--- config.mk ---
export PLATFORM = sky130hd
export DESIGN_NAME = i2c_target_regs
export DESIGN_NICKNAME = d
export VERILOG_FILES = /design/src/rtl/i2c_target_regs.sv
export SDC_FILE = /design/constraint.sdc
export NUM_CORES = 1
export LEC_CHECK = 0
export CAP_MARGIN = 20
export CELL_PAD_IN_SITES_DETAIL_PLACEMENT = 0
export CELL_PAD_IN_SITES_GLOBAL_PLACEMENT = 1
export CORE_MARGIN = 4
export CORE_UTILIZATION = 55
export CTS_CLUSTER_SIZE = 14
export DETAILED_ROUTE_END_ITERATION = 6
export PLACE_DENSITY = 0.92
export SYNTH_ARGS = -nofsm -noshare
export SYNTH_HDL_FRONTEND = slang
export SYNTH_SLANG_ARGS = --single-unit
--- constraint.sdc ---
create_clock -name clk -period 6.7 [get_ports clk]
set_input_delay 1.675 -clock clk [delete_from_list [all_inputs] [get_ports clk]]
set_output_delay 1.675 -clock clk [all_outputs]
set_load 0.1 [all_outputs]
--- src/rtl/i2c_target_regs.sv ---
// i2c_target_regs: I2C target with a byte register file; define I2C_TARGET_GLITCH_FILTER_EN for 3-sample majority filtering of SCL/SDA.
module i2c_target_regs #(
    parameter logic [6:0] DEV_ADDR = 7'h50,
    parameter int NUM_REGS = 16,
    localparam int PW = $clog2(NUM_REGS)
) (
    input  logic          clk,
    input  logic          reset_n,
    input  logic          scl_in,
    input  logic          sda_in,
    output logic          scl_oe,
    output logic          sda_oe,
    output logic          wr_strobe,
    output logic [PW-1:0] wr_addr,
    output logic [7:0]    wr_data,
    output logic          busy
);
    typedef enum logic [3:0] {
        IDLE, ADDR, ADDR_ACK, PTR, PTR_ACK, WDATA, WDATA_ACK, RDATA, RDATA_ACK, WAIT_STOP
    } state_t;

    state_t        r_state, w_state_nxt;
    logic [1:0]    r_scl_s, r_sda_s;
    logic          r_scl_d, r_sda_d;
    logic          w_scl, w_sda;
    logic          w_scl_rise, w_scl_fall, w_start, w_stop, w_rx_done;
    logic          r_sda_oe, w_oe_nxt;
    logic          w_clr_cnt, w_ld_ptr, w_wr, w_inc_ptr, w_ld_tx;
    logic [3:0]    r_cnt;
    logic [7:0]    r_sh, r_tx, r_wr_data, w_rd_byte;
    logic [PW-1:0] r_ptr, r_wr_addr;
    logic          r_ack, r_wr_strobe;
    logic [2:0]    w_bit_idx;
    logic [7:0]    r_regs [NUM_REGS];

    // two-flop synchronisers, idle-high after reset
    always_ff @(posedge clk) begin
        if (!reset_n) begin
            r_scl_s <= 2'b11;
            r_sda_s <= 2'b11;
        end else begin
            r_scl_s <= {r_scl_s[0], scl_in};
            r_sda_s <= {r_sda_s[0], sda_in};
        end
    end

`ifdef I2C_TARGET_GLITCH_FILTER_EN
    logic [1:0] r_scl_h, r_sda_h;
    logic       r_scl_m, r_sda_m;
    // majority of the current and two previous samples; single-cycle pulses never win
    always_ff @(posedge clk) begin
        if (!reset_n) begin
            r_scl_h <= 2'b11;
            r_sda_h <= 2'b11;
            r_scl_m <= 1'b1;
            r_sda_m <= 1'b1;
        end else begin
            r_scl_h <= {r_scl_h[0], r_scl_s[1]};
            r_sda_h <= {r_sda_h[0], r_sda_s[1]};
            r_scl_m <= (r_scl_s[1] & r_scl_h[0]) | (r_scl_s[1] & r_scl_h[1]) | (r_scl_h[0] & r_scl_h[1]);
            r_sda_m <= (r_sda_s[1] & r_sda_h[0]) | (r_sda_s[1] & r_sda_h[1]) | (r_sda_h[0] & r_sda_h[1]);
        end
    end
    assign w_scl = r_scl_m;
    assign w_sda = r_sda_m;
`else
    assign w_scl = r_scl_s[1];
    assign w_sda = r_sda_s[1];
`endif

    // previous line levels for edge and START/STOP detection
    always_ff @(posedge clk) begin
        if (!reset_n) begin
            r_scl_d <= 1'b1;
            r_sda_d <= 1'b1;
        end else begin
            r_scl_d <= w_scl;
            r_sda_d <= w_sda;
        end
    end

    assign w_scl_rise = w_scl & ~r_scl_d;
    assign w_scl_fall = ~w_scl & r_scl_d;
    assign w_start    = w_scl & r_scl_d & r_sda_d & ~w_sda;
    assign w_stop     = w_scl & r_scl_d & ~r_sda_d & w_sda;
    assign w_rx_done  = w_scl_fall & (r_cnt == 4'd8);
    assign w_rd_byte  = r_regs[r_ptr];
    assign w_bit_idx  = 3'd7 - r_cnt[2:0];

    // state and SDA driver registers
    always_ff @(posedge clk) begin
        if (!reset_n) begin
            r_state  <= IDLE;
            r_sda_oe <= 1'b0;
        end else begin
            r_state  <= w_state_nxt;
            r_sda_oe <= w_oe_nxt;
        end
    end

    // next state, SDA drive and datapath controls; byte boundaries act on SCL falls
    always_comb begin
        w_state_nxt = r_state;
        w_oe_nxt    = r_sda_oe;
        w_clr_cnt   = 1'b0;
        w_ld_ptr    = 1'b0;
        w_wr        = 1'b0;
        w_inc_ptr   = 1'b0;
        w_ld_tx     = 1'b0;
        if (w_stop) begin
            w_state_nxt = IDLE;
            w_oe_nxt    = 1'b0;
        end else if (w_start) begin
            w_state_nxt = ADDR;
            w_oe_nxt    = 1'b0;
            w_clr_cnt   = 1'b1;
        end else begin
            case (r_state)
                ADDR: if (w_rx_done) begin
                    w_state_nxt = (r_sh[7:1] == DEV_ADDR) ? ADDR_ACK : WAIT_STOP;
                    w_oe_nxt    = (r_sh[7:1] == DEV_ADDR);
                end
                ADDR_ACK: if (w_scl_fall) begin
                    w_clr_cnt   = 1'b1;
                    w_ld_tx     = r_sh[0];
                    w_state_nxt = r_sh[0] ? RDATA : PTR;
                    w_oe_nxt    = r_sh[0] & ~w_rd_byte[7];
                end
                PTR: if (w_rx_done) begin
                    w_ld_ptr    = 1'b1;
                    w_state_nxt = PTR_ACK;
                    w_oe_nxt    = 1'b1;
                end
                WDATA: if (w_rx_done) begin
                    w_wr        = 1'b1;
                    w_state_nxt = WDATA_ACK;
                    w_oe_nxt    = 1'b1;
                end
                PTR_ACK, WDATA_ACK: if (w_scl_fall) begin
                    w_clr_cnt   = 1'b1;
                    w_state_nxt = WDATA;
                    w_oe_nxt    = 1'b0;
                end
                RDATA: if (w_scl_fall) begin
                    w_inc_ptr   = (r_cnt == 4'd8);
                    w_state_nxt = (r_cnt == 4'd8) ? RDATA_ACK : RDATA;
                    w_oe_nxt    = (r_cnt == 4'd8) ? 1'b0 : ~r_tx[w_bit_idx];
                end
                RDATA_ACK: if (w_scl_fall) begin
                    w_clr_cnt   = r_ack;
                    w_ld_tx     = r_ack;
                    w_state_nxt = r_ack ? RDATA : WAIT_STOP;
                    w_oe_nxt    = r_ack & ~w_rd_byte[7];
                end
                default: ;
            endcase
        end
    end

    // bit counter, shifter, pointer, register file and write reporting
    always_ff @(posedge clk) begin
        if (!reset_n) begin
            r_cnt       <= '0;
            r_sh        <= '0;
            r_tx        <= '0;
            r_ack       <= 1'b0;
            r_ptr       <= '0;
            r_wr_strobe <= 1'b0;
            r_wr_addr   <= '0;
            r_wr_data   <= '0;
            for (int i = 0; i < NUM_REGS; i++) r_regs[i] <= '0;
        end else begin
            r_wr_strobe <= w_wr;
            if (w_clr_cnt)
                r_cnt <= '0;
            else if (w_scl_rise && (r_state inside {ADDR, PTR, WDATA, RDATA}))
                r_cnt <= r_cnt + 4'd1;
            if (w_scl_rise && (r_state inside {ADDR, PTR, WDATA}))
                r_sh <= {r_sh[6:0], w_sda};
            if (w_scl_rise && r_state == RDATA_ACK)
                r_ack <= ~w_sda;
            if (w_ld_ptr)
                r_ptr <= r_sh[PW-1:0];
            else if (w_wr || w_inc_ptr)
                r_ptr <= r_ptr + 1'b1;
            if (w_wr) begin
                r_regs[r_ptr] <= r_sh;
                r_wr_addr     <= r_ptr;
                r_wr_data     <= r_sh;
            end
            if (w_ld_tx)
                r_tx <= w_rd_byte;
        end
    end

    assign scl_oe    = 1'b0;
    assign sda_oe    = r_sda_oe;
    assign wr_strobe = r_wr_strobe;
    assign wr_addr   = r_wr_addr;
    assign wr_data   = r_wr_data;
    assign busy      = r_state inside {ADDR_ACK, PTR, PTR_ACK, WDATA, WDATA_ACK, RDATA, RDATA_ACK};
endmodule

# Word-level counts from Yosys, hierarchy flattened
# Memory sizes are Yosys's and may differ from the RTL's. A register that Yosys moved wholly into a read port is not among the register bits.
# Index checks and enable logic that the tools add are counted.
# totals
mem_count	1
ram_bits	128
ff_bits	49
input_bits	4
output_inout_bits	16
# mem_list
name	words	word_bits	rd	rd_ports_with_merged_regs	wr	line_no	rtl
r_regs	16	8	1	1	16	34	logic [7:0] r_regs [NUM_REGS];
# op_classes
muxes	54
n_eq_ne	25
reduce_logical	21
addsub	3
bitwise_logic	17
n_lt_le_gt_ge	1
# ops
cell	count
$mux 4	15
$mux 1	32
$pmux 4 s7	1
$ne 3x3->1 const B	7
$eq 4x3->1 const B	4
$reduce_and 8->1	2
$ne 2x2->1 const B	7
$reduce_bool 7->1	2
$and 1x1->1	10
$add 4x1->4 const B	2
$eq 4x2->1 const B	2
$eq 4x4->1 const B	2
$mux 8	1
$reduce_bool 8->1	1
$reduce_or 2->1	4
$reduce_or 8->1	1
$eq 7x7->1 const B	1
$not 1->1	7
$reduce_and 7->1	1
$pmux 1 s6	1
$reduce_bool 6->1	1
$reduce_or 3->1	2
$eq 4x1->1 const B	1
$lt 3x4->1 const B	1
other kinds (10)	13

# Depth between registers and ports, before layout
# Gate-level depths: netlist (run 1).
# depth
word_depth	12
depth_mapped	10
mapped_depth_nobuf	7

# Worst setup path after synthesis (run 1)
# Ideal clock, no wire load.
# synth_timing
kind	input to register
start	input reset_n
end	memory r_regs[14][0] (enable)
cell_stages	3
path_slack_ps	3427
required_time_ps	6316
t_arrival_ps	2889
cell_sequence	clkbuf_1 -> nand3_1 -> o21ai_0
# synth_rtl
element	line_no	rtl
start, declared	8	input logic reset_n,
end, declared	34	

# Worst setup path in the final report (run 1)
# layout_timing
start	register r_state[2]
end	output busy
# layout_via
elab_chain_cells	2
word_cells_on_any_way	8
classes_between	7 x eq/ne; 1 x reduce/logical
# layout_lines
element	line_no	rtl
start, declared	22	state_t r_state, w_state_nxt;
start signal, assigned	96	r_state <= w_state_nxt;
$eq 4x2->1, or another cell as far along	201	assign busy = r_state inside {ADDR_ACK, PTR, PTR_ACK, WDATA, WDATA_ACK, RDATA, RDATA_ACK};
$reduce_bool 7->1 (*)	201	
end, declared	16	output logic busy
# Every way passes the cells marked *; elsewhere a longest branch is shown, timed or not.

==> results of run 1 <==
power by group through the flow:
| stage | Sequential, mW | Clock (mW) | Combinational [mW] |
|---|---|---|---|
| after floorplan | 1.27 | 0 | 0.0438 |
| after global placement | 1.27 | 0 | 0.0567 |
| after detailed placement | 1.28 | 0 | 0.0584 |
| after CTS | 1.25 | 1.03 | 0.0586 |
| after global routing | 1.25 | 1.08 | 0.0663 |
| final | 1.25 | 1.02 | 0.0614 |
logic make-up (layout without fill, tap and decap cells):
| group | Yosys count | count (layout) | share of synthesized area |
|---|---|---|---|
| fa+ha+maj | 6 | 6 | 0.008940 |
| xor+xnor | 5 | 5 | 0.005216 |
| other cells | 1 | 1 | 0.0004466 |
| simple gates | 282 | 282 | 0.1986 |
| buf+inv | 55 | 74 | 0.02921 |
| flops | 181 | 181 | 0.5841 |
| mux | 43 | 43 | 0.1134 |
| compound gates | 74 | 74 | 0.06005 |
worst max-delay path, cell delays in order (launching register included):
cell,delay [ns]
dfxtp_1,0.54
or4b_4,0.61
o21ai_2,0.10
clkdlybuf4s50_1,1.15
through the flow:
| step | worst slack (ns) | std cells | power (mW) |
|---|---|---|---|
| floorplan | 3.427 | 647 | 1.309 |
| global placement | 2.267 | 807 | 1.331 |
| detailed placement | 2.206 | 807 | 1.334 |
| CTS | 2.181 | 839 | 2.338 |
| global route | 2.085 | 850 | 2.396 |
| finish | 2.188 | 850 | 2.333 |
flip-flops by register name (all words and copies together), names as in the netlist, named ones only:
name	flops
sda_oe	1
r_ack	1
r_scl_s	2
r_sda_s	2
r_ptr	4
r_state	4
wr_data	8
r_scl_d	1
r_regs	128
wr_addr	4
r_tx	8
r_sda_d	1
wr_strobe	1
r_sh	8
r_cnt	4
synthesized netlist by cell type, drive strengths merged, types with 5 or more instances:
cell type,instances,area share
a211oi,5,0.0045
ha,6,0.0089
nand2,60,0.027
inv,8,0.0036
a21boi,14,0.013
nand2b,12,0.0089
and2,131,0.098
mux4,41,0.11
o21ai,26,0.016
nor2,26,0.020
clkbuf,32,0.014
nand3,21,0.014
dfxtp,53,0.13
buf,14,0.011
edfxtp,128,0.46
nor3,6,0.0063
a21oi,13,0.0077
final timing paths:
path | from | endpoint | slack [ns] | cells after the start
max | r_state[2]$_SDFFE_PP0P_ | busy | 2.19 | 3
min | r_sda_s[0]$_SDFF_PN1_ | r_sda_s[1]$_SDFF_PN1_ | 0.41 | 1
max reg2reg | r_cnt[0]$_SDFFE_PP0P_ | r_regs[1][3]$_SDFFCE_PN0P_ | 3.59 | 8
min reg2reg | r_sda_s[0]$_SDFF_PN1_ | r_sda_s[1]$_SDFF_PN1_ | 0.41 | 1
layer usage:
metal  GRT usage  part of all wire
met1      0.3037              0.42
met3     0.05275             0.071
met5           0                 0
met2      0.3404              0.48
met4     0.08810             0.027
area by class of cell:
type                            count  area [um2]  area share
Sequential cell                   181        4906      0.5251
Multi-Input combinational cell    411        3247      0.3475
Clock buffer                       23       543.0     0.05812
Timing Repair Buffer               33       307.8     0.03294
Tap cell                          184       230.2     0.02464
Clock inverter                      9       75.07    0.008035
Inverter                            9       33.78    0.003616
==> run summary, run 1 <==
=====================================================================================
Commonest cells after routing, fill and taps aside                       and2_1, edfxtp_1, nand2_1, dfxtp_1, mux4_2
Final period util                                                              0.6734
Total Neg Setup Slack                                                            0 ns
Share of the yosys chip area belonging to registers                            0.5841
Type of the worst setup path                                             flip-flop to primary output
Arrival time worst endpoint                                                   2.84 ns
Row Count                                                                          44
Final critical delay including setup and external delays                     4.512 ns
Cell-internal power                                                          1.841 mW
Part of the power in registers                                                  0.536
Total core area                                                           0.01475 mm2
Worst clock skew                                                           0.01512 ns
Antenna Diode Count                                                                 0
Maximum VDD drop                                                            0.1835 mV
Total Wirelength                                                             18360 um
1st-pass router iterations                                                          5
Total GRT Usage                                                                0.2200
Top_reg_cell synth                                                           edfxtp_1
TritonCTS clock tree                                                              yes
Gates resized, CTS repair                                                           0
Transition time at the pin with the least slew margin                        1.047 ns
Proportion of layout cells with a drive suffix above 1                         0.1562
Post-Syn Area per Cell                                                      12.98 um2
Normalized max-slew margin                                                     0.2947
Placer congestion estimate                                                     0.8641
Clk sinks                                                                         181
Antenna violations before repair                                                    0
Switching pwr                                                               0.4923 mW
Classification of the worst-slack hold path                              flip-flop to flip-flop
DR vias/cell                                                                    6.115
Switching Fraction                                                             0.2110
Count of routing violations after the opening detailed-route iteration            447
Power density normalized to cell area                                    249.7 mW/mm2
First-pass GRT wire length                                                   29100 um
Result of the run                                                           completed
Number of hold buffers added after cts                                              0
Total cell area at the placement stage                                   0.008622 mm2
Element type at the critical path start                                     flip-flop
Die area                                                                  0.01731 mm2
Post-synthesis instance area                                             0.008397 mm2
Count of state elements after synthesis                                           181
Post-route cell area                                                     0.009343 mm2
Post-synth ARST share                                                               0
Average detailed-routed wire length per instance                             21.60 um
Fraction of power consumed by the clock network                                 0.437
Post-Route Utilization                                                         0.6332
Worst skew pair latency                                                       0.45 ns
Number of instances in the synthesized netlist                                    647
Via count of the routed design                                                   5198
Final setup viols                                                                   0
Max Fanout on Critical Path                                                        19
Number of synthesized flops with an enable pin                                    128
Clock root cell                                                             clkbuf_16
Buffers inserted during post-CTS setup optimization                                 0
Number of nets in the synthesized netlist                                         657
Largest net degree at the start of global routing                                  59
DIE WIDTH                                                                    131.6 um
Setup repair after global routing missed its margin                                no
Drt drc                                                                             0
Port Buffer Count                                                                  18
Max-capacitance violation count                                                     0
Setup crit end kind                                                      primary output
Sum of overflow across all layers after global routing                              0
Antenna-violating nets left                                                         0
Post-DP HPWL                                                                 12160 um
Cts bufs inserted                                                                  17
Relative area change from synthesis to final layout                            11.27%
Clk pin slew, worst setup/hold paths                                          0.07 ns
Worst Hold Margin                                                           0.4089 ns
Max Slew Vio Count                                                                  0
Nets                                                                              663
Critical path required time                                                   5.03 ns
Yosys Warn Count                                                                    0
Initial standard-cell utilization of the core                                  0.5691
Final Hold Viols                                                                    0
Fraction of power consumed by combinational cells                               0.026
Clock Tree Buf Depth                                                                2
Fill cell count                                                                  1052
Synth cell types                                                                   60
Most common cell after layout, fill and taps aside                             and2_1
Die Span Y                                                                   131.6 um
Leak pwr                                                                     3.199 nW
Maximum frequency from static timing analysis                               221.6 MHz
Via count of the first global-routing pass                                       5137
I/O pin cnt                                                                        20
Count of H-tree levels built during CTS                                             4
=====================================================================================
Note: power is estimated with default switching activity, not from simulation.
==> inputs of run 2 (changes only) <==
--- a/config.mk
+++ b/config.mk
@@ -9,10 +9,10 @@
 export CELL_PAD_IN_SITES_DETAIL_PLACEMENT = 0
 export CELL_PAD_IN_SITES_GLOBAL_PLACEMENT = 1
 export CORE_MARGIN = 4
-export CORE_UTILIZATION = 55
+export CORE_UTILIZATION = 52
 export CTS_CLUSTER_SIZE = 14
 export DETAILED_ROUTE_END_ITERATION = 6
-export PLACE_DENSITY = 0.92
+export PLACE_DENSITY = 0.88
 export SYNTH_ARGS = -nofsm -noshare
 export SYNTH_HDL_FRONTEND = slang
 export SYNTH_SLANG_ARGS = --single-unit
==> constraint.sdc (replaced) <==
create_clock -name clk -period 4.2 [get_ports clk]
set_input_delay 1.05 -clock clk [delete_from_list [all_inputs] [get_ports clk]]
set_output_delay 1.05 -clock clk [all_outputs]
set_load 0.1 [all_outputs]
==> run 2 against run 1 <==
Critical path depth increased by 4; largest power group unchanged; sequential power increased by 60%; combinational power increased by 73%; power increased by 52%; global-route usage decreased by 0.39 points; die area increased by 5.4%; core utilization decreased by 4.3 points; cell count increased by 4.5%; clock skew decreased by 0.0050 ns; non-clock buffer count increased by 6.
==> run summary, run 2 (synthesis results as in run 1) <==
=====================================================================================
Via count of the routed design                                                   5161   -0.71%
DIE WIDTH                                                                    135.1 um   +2.7%
Largest net degree at the start of global routing                                  33   -44%
Maximum frequency from static timing analysis                               321.1 MHz
Fraction of power consumed by combinational cells                               0.030   +0.004
Total core area                                                           0.01583 mm2   +7.3%
Number of hold buffers added after cts                                              0   unchanged
Final setup viols                                                                   0   unchanged
Arrival time worst endpoint                                                   3.21 ns   +0.37 ns
Switching Fraction                                                             0.2107   -0.0002836
Total Wirelength                                                             18460 um   +0.54%
First-pass GRT wire length                                                   29350 um   +0.83%
Cts bufs inserted                                                                  17   unchanged
Normalized max-slew margin                                                     0.2769   -0.01777
Maximum VDD drop                                                            0.2846 mV   +55%
Final Hold Viols                                                                    0   unchanged
Fill cell count                                                                  1224   +16%
Count of routing violations after the opening detailed-route iteration            531   +19%
Drt drc                                                                             0   unchanged
Transition time at the pin with the least slew margin                        1.085 ns   +0.03772 ns
I/O pin cnt                                                                        20   unchanged
Result of the run                                                           completed
Buffers inserted during post-CTS setup optimization                                 0   unchanged
Classification of the worst-slack hold path                              flip-flop to flip-flop
Proportion of layout cells with a drive suffix above 1                         0.1622   +0.006046
Total GRT Usage                                                                0.2161   -0.003928
Clk pin slew, worst setup/hold paths                                          0.07 ns   about the same
Slowest CP cell                                                                 or3_1
Sum of overflow across all layers after global routing                              0   unchanged
Placer congestion estimate                                                     0.8054   -6.8%
Area of all sequential standard cells                                    0.004906 mm2   unchanged
Die Span Y                                                                   135.1 um   +2.7%
Port Buffer Count                                                                  18   unchanged
Critical path required time                                                   4.30 ns   -0.73 ns
Cell-internal power                                                          2.801 mW   +52%
Most common cell after layout, fill and taps aside                             and2_1
Setup repair after global routing missed its margin                                no
Antenna violations before repair                                                    0   unchanged
Die area                                                                  0.01825 mm2   +5.4%
Clock Tree Buf Depth                                                                2   unchanged
Worst skew pair latency                                                       0.43 ns   -0.02 ns
Fraction of power consumed by the clock network                                 0.408   -0.029
Leak pwr                                                                     3.174 nW   -0.78%
Setup crit end kind                                                         flip-flop
Max-capacitance violation count                                                     0   unchanged
TritonCTS clock tree                                                              yes
DR vias/cell                                                                    5.812   -5.0%
Power density normalized to cell area                                    380.1 mW/mm2   +52%
Post-DP HPWL                                                                 12640 um   +4.0%
Part of the power in registers                                                  0.562   +0.026
Antenna Diode Count                                                                 0   unchanged
Max Fanout on Critical Path                                                        14   -5
Commonest cells after routing, fill and taps aside                       and2_1, edfxtp_1, nand2_1, dfxtp_1, mux4_2
Total cell area at the placement stage                                   0.008800 mm2   +2.1%
Switching pwr                                                               0.7477 mW   +52%
Total Neg Setup Slack                                                            0 ns   unchanged
Relative area change from synthesis to final layout                            11.18%   about the same
Count of H-tree levels built during CTS                                             4   unchanged
Post-route cell area                                                     0.009335 mm2   about the same
Average detailed-routed wire length per instance                             20.78 um   -3.8%
Initial standard-cell utilization of the core                                  0.5305   -0.03860
Nets                                                                              669   +0.90%
Type of the worst setup path                                             flip-flop to flip-flop
Final period util                                                              0.7414
Ordered cell list for the critical path                                  inv_1 > ha_1 > and3b_1 > nand3_4 > or3_1 > nor3_4 > nand2b_1
Via count of the first global-routing pass                                       5138   +0.019%
Area taken by multi-input logic gates                                    0.003247 mm2   unchanged
Gates resized, CTS repair                                                           0   unchanged
Worst clock skew                                                           0.01015 ns   -0.004970 ns
Antenna-violating nets left                                                         0   unchanged
1st-pass router iterations                                                          5   unchanged
Post-Route Utilization                                                         0.5898   -0.04342
Clock root cell                                                             clkbuf_16
Final critical delay including setup and external delays                     3.114 ns
Register with the most flip-flops                                              r_regs
Clk sinks                                                                         181   unchanged
Max FFs per register                                                              128   unchanged
Element type at the critical path start                                     flip-flop
Sum of internal, switching and leakage power                                 3.549 mW   +52%
Max Slew Vio Count                                                                  0   unchanged
Delay of the slowest cell on the worst path                                   0.79 ns   -0.36 ns
Row Count                                                                          46   +4.5%
=====================================================================================
run 2: metrics by stage:
| step | setup slack (ns) | hold slack, ns | instances |
|---|---|---|---|
| after global placement | 1.257 | 0.3906 | 855 |
| final | 1.086 | 0.4088 | 888 |
| after detailed placement | 1.092 | 0.3968 | 856 |
| after CTS | 1.082 | 0.4119 | 888 |
| after global routing | 0.8641 | 0.4284 | 888 |
| after floorplan | 1.552 | 0.3863 | 647 |
run 2: final cells by class:
cell class,count,area share
clock inverter,11,0.008042
timing repair buffer,39,0.03672
tap,216,0.02895
multi-input combinational,411,0.3478
sequential,181,0.5255
clock buffer,21,0.04932
inverter,9,0.003619
run 2: final timing paths:
kind | depth (start not counted) | endpoint | slack [ns] | start
worst max register to register | 7 | r_regs[1][6]$_SDFFCE_PN0P_ | 1.09 | r_cnt[0]$_SDFFE_PP0P_
worst min register to register | 1 | r_scl_s[1]$_SDFF_PN1_ | 0.41 | r_scl_s[0]$_SDFF_PN1_
worst max-delay path | 7 | r_regs[1][6]$_SDFFCE_PN0P_ | 1.09 | r_cnt[0]$_SDFFE_PP0P_
worst min-delay path | 1 | r_scl_s[1]$_SDFF_PN1_ | 0.41 | r_scl_s[0]$_SDFF_PN1_
run 2: metal layers:
| layer | vias up | wire (um) | GRT usage | part of all wire |
|---|---|---|---|---|
| met5 | - | 0 | 0 | 0 |
| met4 | 0 | 410 | 0.07167 | 0.022 |
| met3 | 31 | 1324 | 0.05887 | 0.072 |
| met2 | 203 | 8855 | 0.3307 | 0.48 |
| met1 | 2563 | 7866 | 0.3032 | 0.43 |
| li1 | 2364 | - | - | - |
run 2: critical path, delay by kind of cell (launching register included):
family | cells | cell delay, ns
adder cells (fa/ha/maj) | 1 | 0.19
buffers and inverters | 1 | 0.09
flip-flops | 1 | 0.38
AND/OR/NAND/NOR | 5 | 2.12
run 2: power groups by stage:
stage	Clock [mW]	Combinational (mW)	Sequential (mW)
6_report	1.45	0.106	2.00
2_1_floorplan	0	0.0698	2.02
3_3_place_gp	0	0.103	2.03
3_5_place_dp	0	0.105	2.03
4_1_cts	1.47	0.106	2.00
5_1_grt	1.55	0.113	2.00
